[src/rtl/store_align_unit_pkg.sv]
// Shared encodings for the store alignment unit: access sizes and FSM states.
package store_align_unit_pkg;

   typedef enum logic [1:0] {
      SZ_BYTE = 2'b00,
      SZ_HALF = 2'b01,
      SZ_WORD = 2'b10,
      SZ_RSVD = 2'b11
   } size_e;

   typedef enum logic [1:0] {
      IDLE  = 2'b00,
      WRITE = 2'b01,
      DONE  = 2'b10,
      ERR   = 2'b11
   } state_e;

   localparam int unsigned NUM_LANES = 4;

endpackage

[src/rtl/store_lane_steer.sv]
// Combinational lane steering: replicates store data across byte lanes, builds
// the byte strobe and flags misaligned or reserved-size accesses.
module store_lane_steer
   import store_align_unit_pkg::*;
(
   input  size_e                  size,
   input  logic [1:0]             addr_lo,
   input  logic [31:0]            data,
   output logic [31:0]            wdata,
   output logic [NUM_LANES-1:0]   strb,
   output logic                   misaligned
);

   always_comb begin
      wdata      = '0;
      strb       = '0;
      misaligned = 1'b0;
      case (size)
         SZ_BYTE: begin
            wdata = {4{data[7:0]}};
            strb  = 4'b0001 << addr_lo;
         end
         SZ_HALF: begin
            wdata      = {2{data[15:0]}};
            strb       = addr_lo[1] ? 4'b1100 : 4'b0011;
            misaligned = addr_lo[0];
         end
         SZ_WORD: begin
            wdata      = data;
            strb       = 4'b1111;
            misaligned = (addr_lo != 2'b00);
         end
         // Reserved size is rejected the same way as a misaligned access.
         default: misaligned = 1'b1;
      endcase
   end

endmodule

[src/rtl/store_align_unit.sv]
// Store alignment unit: accepts one store at a time, steers it onto a word-wide
// memory port and reports completion or a misalignment error.
module store_align_unit
   import store_align_unit_pkg::*;
#(
   parameter int unsigned ADDR_WIDTH = 32,
   parameter int unsigned DATA_WIDTH = 32
) (
   input  logic                    clk,
   input  logic                    resetn,
   input  logic                    st_valid,
   output logic                    st_ready,
   input  logic [1:0]              st_size,
   input  logic [ADDR_WIDTH-1:0]   st_addr,
   input  logic [DATA_WIDTH-1:0]   st_data,
   output logic                    st_done,
   output logic                    st_err,
   output logic                    mem_write,
   output logic [ADDR_WIDTH-1:0]   mem_addr,
   output logic [DATA_WIDTH-1:0]   mem_wdata,
   output logic [NUM_LANES-1:0]    mem_strb,
   input  logic                    mem_ready
);

   state_e                  state_q, state_d;
   logic [ADDR_WIDTH-1:0]   addr_q;
   logic [DATA_WIDTH-1:0]   wdata_q;
   logic [NUM_LANES-1:0]    strb_q;

   logic [31:0]             steer_wdata;
   logic [NUM_LANES-1:0]    steer_strb;
   logic                    steer_misaligned;
   logic                    accept;

   // Steering is done on the incoming request so the accept edge already knows
   // whether the store is legal; the steered result is what gets latched.
   store_lane_steer u_steer (
      .size       (size_e'(st_size)),
      .addr_lo    (st_addr[1:0]),
      .data       (st_data),
      .wdata      (steer_wdata),
      .strb       (steer_strb),
      .misaligned (steer_misaligned)
   );

   assign accept = st_valid && st_ready;

   always_ff @(posedge clk or negedge resetn) begin
      if (!resetn) begin
         state_q <= IDLE;
         addr_q  <= '0;
         wdata_q <= '0;
         strb_q  <= '0;
      end else begin
         state_q <= state_d;
         if (accept) begin
            addr_q  <= {st_addr[ADDR_WIDTH-1:2], 2'b00};
            wdata_q <= steer_wdata;
            strb_q  <= steer_strb;
         end
      end
   end

   always_comb begin
      state_d = state_q;
      case (state_q)
         IDLE:    if (accept) state_d = steer_misaligned ? ERR : WRITE;
         WRITE:   if (mem_ready) state_d = DONE;
         DONE:    state_d = IDLE;
         ERR:     state_d = IDLE;
         default: state_d = IDLE;
      endcase
   end

   // Memory-side outputs are zero whenever no write is in flight.
   always_comb begin
      st_ready  = (state_q == IDLE);
      st_done   = (state_q == DONE);
      st_err    = (state_q == ERR);
      mem_write = (state_q == WRITE);
      mem_addr  = mem_write ? addr_q  : '0;
      mem_wdata = mem_write ? wdata_q : '0;
      mem_strb  = mem_write ? strb_q  : '0;
   end

endmodule

[config.mk]
export PLATFORM = sky130hd
export DESIGN_NAME = store_align_unit
export DESIGN_NICKNAME = d
export VERILOG_FILES = /design/src/rtl/store_align_unit_pkg.sv /design/src/rtl/store_lane_steer.sv /design/src/rtl/store_align_unit.sv
export SDC_FILE = /design/constraint.sdc
export NUM_CORES = 1
export LEC_CHECK = 0
export ABC_CLOCK_PERIOD_IN_PS = 2100
export CAP_MARGIN = 10
export CELL_PAD_IN_SITES_DETAIL_PLACEMENT = 1
export CELL_PAD_IN_SITES_GLOBAL_PLACEMENT = 2
export CORE_UTILIZATION = 26
export CTS_CLUSTER_SIZE = 10
export DETAILED_ROUTE_END_ITERATION = 8
export PLACE_DENSITY_LB_ADDON = 0.1
export SLEW_MARGIN = 5
export SYNTH_ARGS = -nofsm -noshare
export SYNTH_HDL_FRONTEND = slang
export SYNTH_SLANG_ARGS = --single-unit
export TNS_END_PERCENT = 20
[constraint.sdc]
create_clock -name clk -period 2.1 [get_ports clk]
set_input_delay 0.21 -clock clk [delete_from_list [all_inputs] [get_ports clk]]
set_output_delay 0.21 -clock clk [all_outputs]
set_load 0.03 [all_outputs]
Word level (Yosys, flattened, before mapping)
Index checks and enable logic that the tools add are counted.
- flip-flop bits (word level): 68
- latch bits: 0
- memory bits (writable): 0
- bits in read-only memories: 0
- input port bits: 70
- output and inout port bits: 72
- word-level logic and storage cells: 29
- memories: 0
- add/sub/neg operators: 0
- $mul: 0
- divide/modulo/power cells: 0
- $lt $le $gt $ge: 0
- eq/ne operators: 7
- shift operators: 1
- mux-type cells: 11
- bitwise operators: 0
- reduce and logical (&&, ||, !) cells: 6
- operators by type and width (kind ; count):
    32-bit case mux with 3 select lines ; 1
    32-bit two-way mux ; 2
    4-bit case mux with 3 select lines ; 1
    4-bit two-way mux ; 2
    2-bit == test (second input constant) ; 3
    2-bit two-way mux ; 3
    2-bit case mux with 3 select lines ; 1
    2-bit by 1-bit == test with 1-bit output (second input constant) ; 2
    2-bit zero test ; 2
    2-bit by 1-bit != test with 1-bit output (second input constant) ; 2
    1-bit by 2-bit << shifter with 4-bit output (first input constant) ; 1
    1-bit case mux with 3 select lines ; 1
    2-bit AND reduction ; 1
    2-bit nonzero test ; 1
    2-bit OR reduction ; 1
    1-bit logical AND ; 1

Logic depth before layout (Yosys ltp)
Gate-level depths: netlist (run 1).
- word-level depth: 5
- mapped depth: 6
- depth with buffers taken out: 3

Modules after synthesis
A second synthesis (run 1) with hierarchy kept.
- cells, all modules: 315
- area, all modules: 3547.2 µm²
- modules (own cells, without submodules) (module ; instances ; cells an instance ; area an instance (µm²) ; seq. area each (µm²)):
    store_align_unit ; 1 ; 227 ; 3040.4 ; 1701.6
    store_lane_steer ; 1 ; 88 ; 506.7 ; 0.0

Worst setup path before layout (run 1)
No wires, ideal clock.
- kind: reg2out
- start point: register state_q[1]
- end point: output mem_strb[0]
- data arrival time: 1.471 ns
- data required time: 1.890 ns
- setup slack: 0.419 ns
- cell stages (with the launch flop): 4
- buffers on the path: 1
- cell sequence: dfrtp_1 and2b_1 clkbuf_1 and2_1
- cells in the longest elaborated chain, start to end: 2
- RTL lines (item ; line ; source):
    start: declaration ; store_align_unit.sv:25 ; state_e state_q, state_d;
    start signal: assignment ; store_align_unit.sv:55 ; state_q <= state_d;
    2-bit by 1-bit == test with 1-bit output ; store_align_unit.sv:80 ; mem_write = (state_q == WRITE);
    net mem_write ; store_align_unit.sv:18 ; output logic mem_write,
    4-bit two-way mux ; store_align_unit.sv:83 ; mem_strb = mem_write ? strb_q : '0;
    end: declaration ; store_align_unit.sv:21 ; output logic [NUM_LANES-1:0] mem_strb,
The timed path passes the listed nets, and every way through them passes these cells.

Worst setup path in the final report (run 1)
- start point: register state_q[1]
- end point: output mem_addr[22]
- cells in the longest elaborated chain, start to end: 2
- RTL lines (item ; line ; source):
    2-bit by 1-bit == test with 1-bit output ; store_align_unit.sv:80 ;
    32-bit two-way mux ; store_align_unit.sv:81 ; mem_addr = mem_write ? addr_q : '0;
    end: declaration ; store_align_unit.sv:19 ; output logic [ADDR_WIDTH-1:0] mem_addr,
Every way passes these cells.

==> impl_metrics.yaml, run 1 <==
critical_path:
  slowest_delay_ps: 450
  worst_setup_path_start_kind: "register"
  path_max_fanout: 13
  worstSetupStartpoint: "state_q[1]"
  path_class: "reg -> out"
  critical_path_arrival_ps: 1760
  critPathCaptureType: "output port"
  reg2reg_slack_ps: 520
  timing.rr.start: "state_q[1]"
  critical_path_required_ps: 1890
  cp_cell_sequence: "and2b_1 -> and2_1 -> dlygate4sd2_1"
  cp_slowest_cell: "and2b_1"
timing:
  timing.slew.headroom_pct: 39.4
  fin_crit_sh_pct: 93.7
  whs_ps: 5.14
  finalClockSkew_ps: 3.85
  setup_viol: 0
  fin_ws_ps: 132
  max_freq_ghz: 0.508
  finalCriticalPeriod_ps: 1970
  rsz0062_at_grt: "false"
  slew_violations: 0
  hold_viol: 0
  tightestPinTransition_ps: 909
  setup_tns_ps: 0
logic_synthesis:
  ys_seq_area_share_pct: 49.8
  syn_inst: 397
  synth_cell_types: 25
  ys_ff_latch: 68
  yosysWarnings: 0
  syn_area_per_cell_sq_um: 8.60
  synth_area_sq_um: 3420
power_and_ir_drop:
  p_leak_nw: 2.59
  pwr_density_cell_nw_per_um2: 1420
  vdd_drop_max_mv: 0.524
  power.total_mw: 7.57
grt:
  grt_overflow_total: 0
  antenna_found_initial: 0
  grt_pass1_vias: 3260
  grt_start_max_net_pins: 69
  grt_usage_pct: 16.6
  grt_pass1_wl_um: 16900
routing:
  vias: 3147
  routedWlPerCell_um: 15.1
  drt-total-wl_um: 10800
  via_per_inst: 4.40
  drt_pre_antenna_iters: 4
  drc: 0
  drt_iter0_drc: 69
  antenna_left: 0
die:
  die_w_um: 117
  num_rows: 41
  core_sq_um: 12700
  pin_count: 142
  start_util_pct: 26.8
  dieArea_sq_um: 13600
  die_h_um: 117
cts:
  cts_sinks: 68
  cts_hold_buf: 0
  cts-root-buf: "clkbuf_16"
  cts_tree: "built"
  cts.clk_slew.worst_paths_ps: 50
  clockBufferDepth: 2
  numCtsBuffers: 9
  h-tree-depth: 3
  insertion_delay_ps: 330
finish:
  final_cell_mix: "nand2_1, clkdlybuf4s50_1, dfrtp_1"
  layout_commonest_cell: "nand2_1"
  drive_above_1_share_pct: 17.7
  syn2layout_area_growth_pct: 55.8
  diodes: 0
  fin_area_sq_um: 5320
  nNetsFinal: 608
job:
  maxCapViolCount: 0
place:
  place_area_sq_um: 5040
  gp_congestion: 0.764
  place_ws_ps: 132
  dp_hpwl_um: 7340
  numPortBuffers: 139
outcome:
  status: "finished clean"
worst_hold_path:
  min_path_type: "in -> async"
-- sequential cells by signal, summed over array words and instances, names as in the netlist --
name     flops
wdata_q     32
strb_q       4
addr_q      30
state_q      2
-- power by group --
group / switching, mW / total, mW / internal [mW]
Clock: 0.535 / 1.43 / 0.895
Combinational: 2.29 / 3.88 / 1.58
Sequential: 0.306 / 2.27 / 1.96
-- worst paths after layout --
path | end | depth (start not counted)
worst max-delay path | mem_addr[22] | 3
worst min-delay path | addr_q[23] | 1
worst max register to register | wdata_q[27] | 5
worst min register to register | wdata_q[4] | 2
max in group asynchronous | wdata_q[25] | 1
min in group clk | addr_q[23] | 3
-- cell usage after synthesis --
library cell	number	area share, %
or3b_1	1	0.26
a21oi_1	34	5.0
clkbuf_2	1	0.15
inv_1	2	0.22
nand2_1	122	13
nand3_1	8	1.2
a221oi_2	9	4.0
dfrtp_1	68	50
mux2_2	8	2.6
buf_6	3	0.99
buf_4	2	0.44
and2b_1	2	0.44
nor2b_1	1	0.18
nor3b_1	1	0.22
nor3b_2	1	0.37
o21ai_0	5	0.73
nor2_1	34	3.7
xor2_1	1	0.26
and2_1	67	12
buf_2	9	1.3
o31ai_2	1	0.37
conb_1	1	0.11
or2_2	1	0.18
nand2b_1	2	0.37
clkbuf_1	13	1.4
-- kinds of logic after synthesis --
logic type	synth area share, %
simple gates	32.6
xor+xnor	0.256
compound gates	10.0
mux	2.64
flops	49.8
buf+inv	4.54
other cells	0.110
-- timing repair --
item	CTS	global route
buffers inserted	0	2
resized for setup	26	0
cloned	0	1
endpoints found under the setup margin	51	27
-- routing by layer --
metal / global-route usage (%) / part of all wire, % / vias to the layer above
met1: 19.7 / 43 / 1506
met2: 28.2 / 49 / 91
met3: 5.50 / 7.5 / 10
met4: 5.82 / 1.3 / 0
li1: - / - / 1540
met5: 0 / 0 / -
-- through the flow --
stage / instances / util, %
6_report: 715 / 41.8
3_3_place_gp: 696 / 39.6
5_1_grt: 715 / 41.8
4_1_cts: 712 / 41.7
3_5_place_dp: 696 / 39.6
2_1_floorplan: 398 / -
-- critical path, delay by kind of cell, from the launching register on --
family | cells | cell delay, ps
and+or+nand+nor | 2 | 630
buffers and inverters | 1 | 400
DFF | 1 | 400
-- area by class of cell --
type / count / area, sq um
tap: 172 / 215
sequential: 68 / 1700
fill: 1566 / 7400
multi-input combinational: 301 / 1580
inverter: 2 / 7.51
clock buffer: 15 / 278
clock inverter: 1 / 5.00
timing repair buffer: 156 / 1530
Note: power is estimated with default switching activity, not from simulation.
==> run 2, diff against run 1 <==
--- a/config.mk
+++ b/config.mk
@@ -5,7 +5,6 @@
 export SDC_FILE = /design/constraint.sdc
 export NUM_CORES = 1
 export LEC_CHECK = 0
-export ABC_CLOCK_PERIOD_IN_PS = 2100
 export CAP_MARGIN = 10
 export CELL_PAD_IN_SITES_DETAIL_PLACEMENT = 1
 export CELL_PAD_IN_SITES_GLOBAL_PLACEMENT = 2
==> results of run 2 <==
Same layout as run 1: the final DEF is identical, and so are final timing and power.
